### src/rtl/code_conv_pipe_if.sv
// Handshake bundle for code_conv_pipe: input word/mode channel and converted output channel.
// out_parity exists only when CODE_CONV_PARITY_EN is defined.
interface code_conv_pipe_if #(
    parameter int WIDTH = 4
);
    logic             in_valid;
    logic             in_ready;
    logic [1:0]       in_mode;
    logic [WIDTH-1:0] in_data;
    logic             out_valid;
    logic             out_ready;
    logic [WIDTH-1:0] out_data;
`ifdef CODE_CONV_PARITY_EN
    logic             out_parity;

    modport master (
        output in_valid, in_mode, in_data, out_ready,
        input  in_ready, out_valid, out_data, out_parity
    );
    modport slave (
        input  in_valid, in_mode, in_data, out_ready,
        output in_ready, out_valid, out_data, out_parity
    );
`else
    modport master (
        output in_valid, in_mode, in_data, out_ready,
        input  in_ready, out_valid, out_data
    );
    modport slave (
        input  in_valid, in_mode, in_data, out_ready,
        output in_ready, out_valid, out_data
    );
`endif
endinterface

### src/rtl/code_conv_pipe.sv
// Purpose: 2-stage WIDTH-bit code converter (BIN2GRAY/GRAY2BIN/INC/REV); CODE_CONV_PARITY_EN adds out_parity.
// Latency: word accepted in cycle c is on out_data with out_valid in cycle c+2.
// Backpressure: valid/ready, 2-word capacity; in_ready is combinational from out_ready when both stages are full.
module code_conv_pipe #(
    parameter int WIDTH = 4
) (
    input  logic              clk,
    input  logic              rst,
    code_conv_pipe_if.slave   io
);

    localparam logic [1:0] MODE_B2G = 2'd0;
    localparam logic [1:0] MODE_G2B = 2'd1;
    localparam logic [1:0] MODE_INC = 2'd2;

    function automatic logic [WIDTH-1:0] convert(input logic [1:0] m, input logic [WIDTH-1:0] d);
        logic [WIDTH-1:0] r;
        r = '0;
        case (m)
            MODE_B2G: r = d ^ (d >> 1);
            MODE_G2B: begin
                // Prefix XOR running down from the MSB.
                r[WIDTH-1] = d[WIDTH-1];
                for (int i = WIDTH - 2; i >= 0; i--) begin
                    r[i] = r[i+1] ^ d[i];
                end
            end
            MODE_INC: r = d + WIDTH'(1);
            default: begin
                for (int i = 0; i < WIDTH; i++) begin
                    r[i] = d[WIDTH-1-i];
                end
            end
        endcase
        return r;
    endfunction

    logic             valid1_q, valid1_d;
    logic [1:0]       mode1_q,  mode1_d;
    logic [WIDTH-1:0] data1_q,  data1_d;
    logic             valid2_q, valid2_d;
    logic [WIDTH-1:0] data2_q,  data2_d;
    logic [WIDTH-1:0] conv_w;
    logic             adv1, adv2;
`ifdef CODE_CONV_PARITY_EN
    logic             parity2_q, parity2_d;
`endif

    assign conv_w = convert(mode1_q, data1_q);

    always_comb begin
        adv2     = !valid2_q || io.out_ready;
        adv1     = !valid1_q || adv2;
        valid1_d = valid1_q;
        mode1_d  = mode1_q;
        data1_d  = data1_q;
        valid2_d = valid2_q;
        data2_d  = data2_q;
`ifdef CODE_CONV_PARITY_EN
        parity2_d = parity2_q;
`endif
        if (adv2) begin
            valid2_d = valid1_q;
            if (valid1_q) begin
                data2_d = conv_w;
`ifdef CODE_CONV_PARITY_EN
                parity2_d = ^conv_w;
`endif
            end
        end
        if (adv1) begin
            valid1_d = io.in_valid;
            if (io.in_valid) begin
                mode1_d = io.in_mode;
                data1_d = io.in_data;
            end
        end
    end

    always_ff @(posedge clk) begin
        if (rst) begin
            valid1_q <= 1'b0;
            mode1_q  <= 2'd0;
            data1_q  <= '0;
            valid2_q <= 1'b0;
            data2_q  <= '0;
`ifdef CODE_CONV_PARITY_EN
            parity2_q <= 1'b0;
`endif
        end else begin
            valid1_q <= valid1_d;
            mode1_q  <= mode1_d;
            data1_q  <= data1_d;
            valid2_q <= valid2_d;
            data2_q  <= data2_d;
`ifdef CODE_CONV_PARITY_EN
            parity2_q <= parity2_d;
`endif
        end
    end

    assign io.in_ready  = adv1;
    assign io.out_valid = valid2_q;
    assign io.out_data  = data2_q;
`ifdef CODE_CONV_PARITY_EN
    assign io.out_parity = parity2_q;
`endif

endmodule

### src/flat_wrapper.sv
// flat-port wrapper written by rule: the top's interface ports become plain ports
module code_conv_pipe_flat 
#(
    parameter int WIDTH = 4
)
  (clk, rst, io_in_valid, io_in_mode, io_in_data, io_out_ready, io_in_ready, io_out_valid, io_out_data);
  code_conv_pipe_if #(.WIDTH(WIDTH)) io_i ();
  input  logic clk;
  input  logic rst;
  input wire logic [$bits(io_i.in_valid)-1:0] io_in_valid;
  input wire logic [$bits(io_i.in_mode)-1:0] io_in_mode;
  input wire logic [$bits(io_i.in_data)-1:0] io_in_data;
  input wire logic [$bits(io_i.out_ready)-1:0] io_out_ready;
  output wire logic [$bits(io_i.in_ready)-1:0] io_in_ready;
  output wire logic [$bits(io_i.out_valid)-1:0] io_out_valid;
  output wire logic [$bits(io_i.out_data)-1:0] io_out_data;
  assign io_i.in_valid = io_in_valid;
  assign io_i.in_mode = io_in_mode;
  assign io_i.in_data = io_in_data;
  assign io_i.out_ready = io_out_ready;
  assign io_in_ready = io_i.in_ready;
  assign io_out_valid = io_i.out_valid;
  assign io_out_data = io_i.out_data;
  code_conv_pipe #(.WIDTH(WIDTH)) u_core (.clk(clk), .rst(rst), .io(io_i));
endmodule
### config.mk
export PLATFORM = sky130hd
export DESIGN_NAME = code_conv_pipe_flat
export DESIGN_NICKNAME = d
export VERILOG_FILES = /design/src/rtl/code_conv_pipe_if.sv /design/src/rtl/code_conv_pipe.sv /design/src/flat_wrapper.sv
export SDC_FILE = /design/constraint.sdc
export NUM_CORES = 1
export LEC_CHECK = 0
export ABC_AREA = 1
export BUFFER_PORTS_ARGS = -buffer_cell sky130_fd_sc_hd__buf_4
export CAP_MARGIN = 20
export CELL_PAD_IN_SITES_DETAIL_PLACEMENT = 1
export CELL_PAD_IN_SITES_GLOBAL_PLACEMENT = 1
export CORE_MARGIN = 2
export CORE_UTILIZATION = 31
export CTS_CLUSTER_DIAMETER = 40
export CTS_CLUSTER_SIZE = 40
export DETAILED_ROUTE_END_ITERATION = 6
export GPL_TIMING_DRIVEN = 1
export PLACE_DENSITY_LB_ADDON = 0.1
export SKIP_LAST_GASP = 1
export SYNTH_ARGS = -nofsm -noshare
export SYNTH_HDL_FRONTEND = slang
export SYNTH_SLANG_ARGS = --single-unit
### constraint.sdc
create_clock -name clk -period 1.2 [get_ports clk]
set_input_delay 0.06 -clock clk [delete_from_list [all_inputs] [get_ports clk]]
set_output_delay 0.06 -clock clk [all_outputs]
set_load 0.01 [all_outputs]
==> summary.txt, run 1 <==
Hold path
  – Worst Hold Launch: io_in_data[3]
  – Hold Path Class: in -> reg

Synthesis
  – Syn. warnings: 0
  – Main combinational cell family by area after synthesis: compound AO/OA/AOI/OAI gates
  – Synth Area in Compound Gates: 25.2%
  – Synth Instances: 85
  – Distinct cells, synth: 17
  – Sequential share of the synthesized area: between 30% and 40%
  – Flops & latches, synth: 12
  – Synth Area in XOR/XNOR: 0%
  – Adder-cell share of the synthesized area: 4.12%
  – Mux cell area share after synthesis: 0%
  – Mapped cell area: 607 sq um
  – Synth area leaders: dfxtp_1 40%, a21oi_1 12%, nand2_1 9.9%
  – Yosys top cell area share: between 30% and 40%
  – Post-synthesis simple-gate area fraction: 22.3%
  – Cell taking the most area after synthesis: dfxtp_1
  – Synth Net Count: 97
  – Syn Area/Cell: around 7 sq um

Global routing
  – Largest net degree at the start of global routing: 14
  – Gr ovfl total: 0
  – Overall Global Routing Usage: approximately 17%
  – First-pass GRT wire length: 2.54 mm
  – Vias in the first global route: around 570
  – Initial antenna violation count: 0

Drt
  – Drt first-iter violations: 2
  – Routed vias/inst: 4.76
  – DRC: 0
  – Vias: 642
  – Routed Antenna Nets: 0
  – Average wire per standard cell: 12.1 microns
  – Final wirelength: between 1.5 and 2 mm
  – DR pass1 iterations: 3

Critical path
  – Worst path arrival time: roughly 1.4 ns
  – Critical path fanouts, max: 4
  – Worst setup SP type: flip-flop
  – Critical Path RT: 1.42 ns
  – Crit end category: flip-flop
  – Crit path buf inv count: 1
  – Crit path from: u_core.data1_q[1]
  – Crit-path slowest cell: dfxtp_4
  – Critical path class: reg -> reg
  – CP cell instances: ha_4, o211ai_1, a21oi_1, o21ai_1, o211ai_1, inv_1
  – Most frequent CP cell: o211ai_1
  – Delay-heaviest family, CP: compound AO/OA/AOI/OAI gates
  – R2R Path Start: u_core.data1_q[1]
  – Crit path largest cell delay: 0.38 ns

STA
  – Final hold violations: 0
  – Final setup violation count: 0
  – Worst slew pin tran: 0.282 ns
  – Pins Over Slew Limit: 0
  – Clock skew: between 0.002 and 0.003 ns
  – Final setup margin: 0.0579 ns
  – Crit share post-route: 95.2%
  – RSZ-0062 raised after global routing: yes
  – Hold Slack: 0.0677 ns
  – Final setup TNS: 0 ns
  – Fmax: 0.876 GHz
  – Final Critical Period: roughly 1.1 ns
  – Slew margin rel.: 81.2%

Placed design
  – I/O Buffers: 15
  – Post-place setup slack: -0.0206 ns
  – Placed Area: 778 sq um
  – Placer Congestion: just under 0.8
  – Final HPWL DP: 1.21 mm

Floorplanning
  – Die Area: between 0.002 and 0.0025 sq mm
  – Initial core utilization: a little under a third
  – Die width: 48.2 microns
  – Height of the die: 48.2 microns
  – Core Area: around 0.0019 sq mm
  – IO Pins: 16
  – Row count: 16

Clock network
  – Clk Latency, worst-skew pair: 0.27 ns
  – CTS tree: built
  – Clock buffer depth: 2
  – Reg clk slew, reported paths: about 0.08 ns
  – H-tree Lvls: 1
  – CTS Root Cell: clkbuf_4
  – Inserted Clock Buffers: 3
  – Clock Sink Count: 12

Power
  – Power Density: between 1000 and 1500 mW/mm^2
  – Max VDD drop: 0.000482 V
  – Static Leakage: 0.403 nW

Layout
  – Layout area overhead: 46.4%
  – Commonest non-fill, non-tap cell in the layout: buf_4
  – NumNets Final: 121
  – Fraction of layout cells with a size suffix above 1: ~44%
  – N_diodes: 0
  – Most frequent cells in the layout: 19 x buf_4, 14 x a21oi_1, 13 x nand2_1
  – Final Cell Area: 888 sq um

Status
  – Outcome: completed

Job
  – Maximum capacitance violations: 0
metal layers:
layer	GRT usage, %	up-vias	wire length, microns
met1	21.3	295	759
met4	9.73	0	28
met5	0	-	0
met2	25.0	10	781
met3	3.70	4	58
li1	-	333	-
kinds of logic after synthesis:
group | count (synthesis)
simple gates | 29
fa+ha+maj | 2
buf+inv | 14
compound gates | 28
flops | 12
flip-flops by register name, summed over array words and instances (netlist names):
signal and cells:
u_core.data1_q 4, u_core.io.out_data 4, u_core.io.out_valid 1, u_core.mode1_q 2, u_core.valid1_q 1
cell type report:
cell class	count	area, sq um
Fill cell	241	1010
Multi-Input combinational cell	59	362
Sequential cell	12	255
Timing Repair Buffer	20	153
Inverter	13	48.8
Clock buffer	4	36.3
Tap cell	27	33.8
stage by stage:
stage,cells,total power [W],utilization [%]
after floorplan,85,0.000575,-
after global placement,130,0.000658,40.9
after detailed placement,130,0.000662,40.9
after CTS,135,0.000992,43.5
after global routing,135,0.00108,46.7
final,135,0.00100,46.7
worst register-to-register path, cell delays in order (launching register included):
cell,delay (ns)
dfxtp_4,0.38
ha_4,0.16
o211ai_1,0.23
a21oi_1,0.10
o21ai_1,0.08
o211ai_1,0.10
inv_1,0.06
cell usage after synthesis:
library cell and count:
a21oi_1 15, a21oi_2 1, buf_2 1, dfxtp_1 12
ha_1 2, inv_1 9, inv_2 4, nand2_1 16
nand3_1 5, nand3_2 2, nor2_1 2, nor2_2 2
nor3_1 2, o211ai_1 2, o21ai_0 7, o21ai_1 2
o221ai_1 1
power breakdown:
group	switching (W)	internal, W
clock	0.000137	0.000184
sequential	0.0000317	0.000427
combinational	0.000116	0.000107
repair_timing:
| action | 4_1_cts | 5_1_grt |
|---|---|---|
| pin swaps | 1 | 4 |
| buffers inserted | 0 | 0 |
| gates resized for setup | 2 | 19 |
| endpoints found under the hold margin | 3 | 0 |
| setup endpoints to repair | 3 | 11 |
| hold buffers | 1 | 0 |
worst paths after layout:
kind / slack [ns] / end / depth (start not counted)
worst max-delay path: 0.06 / u_core.io.out_data[3] / 6
worst min register to register: 0.49 / u_core.io.out_data[0] / 2
worst min-delay path: 0.07 / u_core.data1_q[3] / 3
worst max register to register: 0.06 / u_core.io.out_data[3] / 6
Note: power is estimated with default switching activity, not from simulation.
==> run 2, diff against run 1 <==
--- a/config.mk
+++ b/config.mk
@@ -5,13 +5,12 @@
 export SDC_FILE = /design/constraint.sdc
 export NUM_CORES = 1
 export LEC_CHECK = 0
-export ABC_AREA = 1
 export BUFFER_PORTS_ARGS = -buffer_cell sky130_fd_sc_hd__buf_4
 export CAP_MARGIN = 20
 export CELL_PAD_IN_SITES_DETAIL_PLACEMENT = 1
 export CELL_PAD_IN_SITES_GLOBAL_PLACEMENT = 1
 export CORE_MARGIN = 2
-export CORE_UTILIZATION = 31
+export CORE_UTILIZATION = 32
 export CTS_CLUSTER_DIAMETER = 40
 export CTS_CLUSTER_SIZE = 40
 export DETAILED_ROUTE_END_ITERATION = 6
==> summary.txt, run 2 <==
STA
  – Crit share post-route: 109%
  – Hold Slack: 0.0411 ns
  – Pins Over Slew Limit: 0
  – Final setup margin: -0.107 ns
  – Final setup violation count: 2
  – Clock skew: 0.00315 ns
  – Final hold violations: 0
  – RSZ-0062 raised after global routing: yes
  – Fmax: 0.765 GHz
  – Slew margin rel.: approximately 77%
  – Worst slew pin tran: around 0.34 ns
  – Final Critical Period: around 1.3 ns

Power
  – Clock network power share: about 28%
  – Power Density: 954 mW/mm^2
  – Internal power: between 0.0006 and 0.0007 W
  – Tot Pwr: just over 0.0009 W
  – Net switching power: 0.000252 W
  – Switching share of total power: 27.7%
  – Max VDD drop: 0.000530 V
  – Comb power frac: 23.6%
  – Static Leakage: 0.399 nW
  – Sequential Power Share: around 49%

Floorplanning
  – Initial core utilization: 33.2%
  – Die Area: 0.00234 sq mm
  – Die width: 48.4 microns
  – IO Pins: 16
  – Height of the die: a little under 50 microns
  – Row count: 16
  – Core Area: 0.00190 sq mm

Critical path
  – Critical path class: reg -> reg
  – Critical Path RT: 1.39 ns
  – Worst path arrival time: approximately 1.5 ns
  – Worst setup SP type: flip-flop
  – Crit end category: flip-flop
  – Critical path fanouts, max: 2

Clock network
  – Clock buffer depth: 2
  – CTS Root Cell: clkbuf_4
  – Inserted Clock Buffers: 3
  – CTS tree: built
  – Hold-fix buffers, CTS: 0
  – Clk Latency, worst-skew pair: roughly 0.27 ns
  – Reg clk slew, reported paths: roughly 0.080 ns
  – Clock Sink Count: 12
  – H-tree Lvls: 1

Global routing
  – First-pass GRT wire length: about 2.8 mm
  – Largest net degree at the start of global routing: 13
  – Gr ovfl total: 0
  – Vias in the first global route: a little over 600
  – Initial antenna violation count: 0
  – Overall Global Routing Usage: 15.6%

Synthesis
  – Syn. warnings: 0
  – Synth area leaders: dfxtp_1 38%, a21oi_1 7.9%, nand2_1 7.7%
  – Async SR Flop Fraction: 0%
  – Syn Area/Cell: about 8 sq um
  – Count leader, synth: nand2_1
  – Ys flop type: dfxtp_1
  – Post-synth top cells: 13 x nand2_1, 12 x dfxtp_1, 10 x a21oi_1
  – Synth Instances: between 70 and 80
  – Sequential share of the synthesized area: 38.1%
  – Cell taking the most area after synthesis: dfxtp_1
  – Mapped cell area: 631 sq um
  – Post-synth EDFFs: 0
  – Flops & latches, synth: 12
  – Yosys top cell area share: 38.1%
  – Synth Net Count: 90
  – Distinct cells, synth: 26

Layout
  – Most frequent cells in the layout: 27 x buf_4, 13 x nand2_1, 9 x a21oi_1
  – NumNets Final: 122
  – Commonest non-fill, non-tap cell in the layout: buf_4
  – Layout area overhead: 51.2%
  – Fraction of layout cells with a size suffix above 1: 42.6%
  – Fill cells: 244
  – N_diodes: 0

Status
  – Outcome: finished with violations
  – Failing checks: setup timing

Placed design
  – I/O Buffers: 15
  – Placer Congestion: 0.821
  – Final HPWL DP: 1.29 mm
  – Post-place setup slack: -0.138 ns

Drt
  – Drt first-iter violations: 4
  – Average wire per standard cell: 13.0 microns
  – Routed vias/inst: 4.85
  – Routed Antenna Nets: 0
  – Final wirelength: 1.76 mm
  – DR pass1 iterations: 4
  – DRC: 0
  – Vias: ~660

Hold path
  – Hold Path Class: in -> reg

Job
  – Maximum capacitance violations: 0
[run 2: cells by family (layout without fill, tap and decap cells)]
family                     after synthesis  after routing  share of synthesized area, %
and+or+nand+nor                         32             32                          25.0
adders and majority gates                2              2                          3.97
AOI/OAI and AO/OA                       21             21                          22.6
buffers and inverters                    9             39                          5.36
xor gates and xnor gates                 2              2                          4.96
DFF                                     12             12                          38.1
[run 2: final timing paths]
kind                          from               endpoint  slack, ns  depth (start not counted)
min                  io_in_data[2]      u_core.data1_q[2]       0.04                          3
min reg2reg  u_core.io.out_data[2]  u_core.io.out_data[2]       0.46                          2
max reg2reg      u_core.data1_q[2]  u_core.io.out_data[0]      -0.11                          4
max              u_core.data1_q[2]  u_core.io.out_data[0]      -0.11                          4
[run 2: routing by layer]
layer,up-vias,track usage (%),routed length (microns)
met2,12,23.4,799
met1,303,21.8,881
met3,4,2.78,49
met4,0,7.14,29
met5,-,0,0
li1,336,-,-
[run 2: repair_timing]
action,4_1_cts,5_1_grt
buffers inserted,1,4
setup endpoints to repair,5,5
gates resized for setup,7,8
pin swaps,4,4
[run 2: area by class of cell]
cell class                 instances  area (sq um)  share of cell area [%]
clock buffer                       3          22.5                    2.36
timing repair buffer              31           248                    26.0
sequential                        12           246                    25.9
inverter                           5          18.8                    1.97
multi-input combinational         57           384                    40.3
tap                               27          33.8                    3.54
[run 2: through the flow]
step	cell area, sq um	instances	util (%)	TNS [ns]
floorplan	632	78	-	-0.159
global placement	853	128	44.9	-0.231
detailed placement	853	128	44.9	-0.315
CTS	906	132	47.6	-0.215
global route	953	135	50.1	-0.454
finish	953	135	50.1	-0.188
[run 2: worst max-delay path, cell delays in order, from the launching register on]
cell and delay [ns]:
dfxtp_2 0.34, xnor3_1 0.41, xnor2_1 0.16, nand3_1 0.10, a221oi_2 0.21
[run 2: power groups by stage]
| stage | clock [W] | sequential (W) | combinational [W] |
|---|---|---|---|
| finish | 0.000250 | 0.000445 | 0.000215 |
| CTS | 0.000254 | 0.000443 | 0.000204 |
| global route | 0.000279 | 0.000449 | 0.000240 |
| detailed placement | 0 | 0.000452 | 0.000195 |
| global placement | 0 | 0.000451 | 0.000192 |
| floorplan | 0 | 0.000452 | 0.000101 |
==> run 3, diff against run 2 <==
--- a/config.mk
+++ b/config.mk
@@ -15,7 +15,7 @@
 export CTS_CLUSTER_SIZE = 40
 export DETAILED_ROUTE_END_ITERATION = 6
 export GPL_TIMING_DRIVEN = 1
-export PLACE_DENSITY_LB_ADDON = 0.1
+export PLACE_DENSITY = 0.76
 export SKIP_LAST_GASP = 1
 export SYNTH_ARGS = -nofsm -noshare
 export SYNTH_HDL_FRONTEND = slang
==> summary.txt, run 3 (synthesis gave the netlist of run 2 again) <==
STA
  – Pins Over Slew Limit: 0
  – Final Critical Period: 1.28 ns
  – Final hold violations: 0
  – Final setup violation count: 3
  – RSZ-0062 raised after global routing: yes
  – Hold Slack: 0.0313 ns
  – Crit share post-route: 107%
  – Final setup margin: -0.0845 ns
  – Final setup TNS: -0.145 ns
  – Clock skew: between 0.005 and 0.006 ns
  – Slew margin rel.: 73.1%
  – Fmax: 0.778 GHz
  – Worst slew pin tran: between 0.4 and 0.5 ns

Floorplanning
  – Height of the die: roughly 48 microns
  – IO Pins: 16
  – Die width: 48.4 microns
  – Core Area: 0.00190 sq mm
  – Initial core utilization: 33.2%
  – Row count: 16
  – Die Area: 0.00234 sq mm

Power
  – Switching share of total power: ~28%
  – Static Leakage: 0.390 nW
  – Internal power: 0.000722 W
  – Power Density: 1060 mW/mm^2
  – Net switching power: approximately 0.00028 W
  – Sequential Power Share: 44.6%
  – Clock network power share: 34.2%
  – Max VDD drop: 0.000717 V
  – Comb power frac: about a fifth

Global routing
  – Largest net degree at the start of global routing: 13
  – Gr ovfl total: 0
  – First-pass GRT wire length: 2.95 mm
  – Overall Global Routing Usage: 16.6%
  – Initial antenna violation count: 0
  – Vias in the first global route: 632

Hold path
  – Depth of the worst hold-timing path: 3
  – Worst Hold Launch: io_in_data[2]
  – Hold endpoint: u_core.data1_q[2]
  – Hold Path Class: in -> reg

Critical path
  – Reg2reg end: u_core.io.out_data[0]
  – Internal reg-to-reg setup slack: -0.08 ns
  – R2R Path Start: u_core.data1_q[2]
  – Worst setup SP type: flip-flop
  – Critical path fanouts, max: 2
  – Reg2reg path depth: 4
  – Critical path class: reg -> reg
  – Worst path arrival time: 1.49 ns
  – Crit end category: flip-flop
  – Critical Path RT: 1.41 ns

Clock network
  – Clock buffer depth: 2
  – H-tree Lvls: 1
  – CTS Root Cell: clkbuf_4
  – Clk Latency, worst-skew pair: 0.28 ns
  – Inserted Clock Buffers: 3
  – CTS tree: built
  – Reg clk slew, reported paths: 0.09 ns
  – Clock Sink Count: 12

Drt
  – Final wirelength: 1.85 mm
  – DR pass1 iterations: 4
  – Routed vias/inst: 4.98
  – Drt first-iter violations: 10
  – Average wire per standard cell: 13.9 microns
  – Vias: 663
  – Routed Antenna Nets: 0
  – DRC: 0

Status
  – Outcome: finished with violations
  – Failing checks: setup timing

Layout
  – Layout Cells excl Fill: 133
  – Fraction of layout cells with a size suffix above 1: 40.6%
  – N_diodes: 0
  – Layout area overhead: 48.6%
  – Commonest non-fill, non-tap cell in the layout: buf_4
  – NumNets Final: 119
  – Most frequent cells in the layout: 25 x buf_4, 13 x nand2_1, 10 x a21oi_1

Placed design
  – Final HPWL DP: ~1.3 mm
  – Post-place setup slack: -0.130 ns
  – I/O Buffers: 15
  – DP Cell Count: ~130
  – Placer Congestion: 0.785

Job
  – Maximum capacitance violations: 0
[run 3: cell count changes in the layout (fill, tap and decap cells not counted), sizes merged]
| cell | before | now |
|---|---|---|
| clkbuf | 3 | 4 |
| buf | 31 | 28 |
[run 3: worst max path at each step]
stage / from / endpoint / slack [ns] / cells past startpoint
6_report: u_core.data1_q[2] / u_core.io.out_data[0] / -0.08 / 4
5_1_grt: u_core.data1_q[2] / u_core.io.out_data[0] / -0.19 / 4
4_1_cts: u_core.data1_q[2] / u_core.io.out_data[0] / -0.1 / 4
3_5_place_dp: u_core.data1_q[1] / u_core.io.out_data[1] / -0.13 / 3
3_3_place_gp: u_core.data1_q[1] / u_core.io.out_data[1] / -0.11 / 3
2_1_floorplan: u_core.data1_q[1] / u_core.io.out_data[1] / -0.09 / 3
[run 3: per-layer routing]
metal	wire length, microns	vias to the layer above	global-route usage [%]
met5	0	-	0
met4	27	0	7.14
met3	50	3	3.70
met2	893	14	27.5
met1	879	313	20.9
li1	-	333	-
[run 3: repair_timing]
| action | 4_1_cts | 5_1_grt |
|---|---|---|
| endpoints found under the setup margin | 5 | 5 |
| setup buffers | 1 | 2 |
| endpoints found under the hold margin | 0 | 0 |
| hold buffers | 0 | 0 |
| gates resized for setup | 9 | 3 |
| pin swaps | 6 | 2 |
[run 3: final cells by class]
class	instances	area (sq um)
fill	234	965
sequential	12	246
timing repair buffer	28	221
inverter	5	18.8
clock buffer	4	36.3
tap	27	33.8
multi-input combinational	57	380
[run 3: power by group through the flow]
| stage | clock network, W | registers [W] | logic (W) |
|---|---|---|---|
| 4_1_cts | 0.000345 | 0.000445 | 0.000203 |
| 5_1_grt | 0.000369 | 0.000449 | 0.000231 |
| 3_3_place_gp | 0 | 0.000452 | 0.000185 |
| 3_5_place_dp | 0 | 0.000454 | 0.000192 |
| 2_1_floorplan | 0 | 0.000452 | 0.000101 |
| 6_report | 0.000341 | 0.000445 | 0.000212 |
[run 3: metrics by stage]
| step | total power, W | util [%] | instance area (sq um) |
|---|---|---|---|
| floorplan | 0.000553 | - | 632 |
| CTS | 0.000993 | 47.7 | 907 |
| finish | 0.000998 | 49.3 | 937 |
| detailed placement | 0.000646 | 44.1 | 838 |
| global placement | 0.000637 | 44.1 | 838 |
| global route | 0.00105 | 49.3 | 937 |
[run 3: critical path, stage by stage, from the launching register on]
cell	delay, ns
dfxtp_2	0.34
xnor3_1	0.42
xnor2_1	0.16
nand3_1	0.10
a221oi_2	0.21
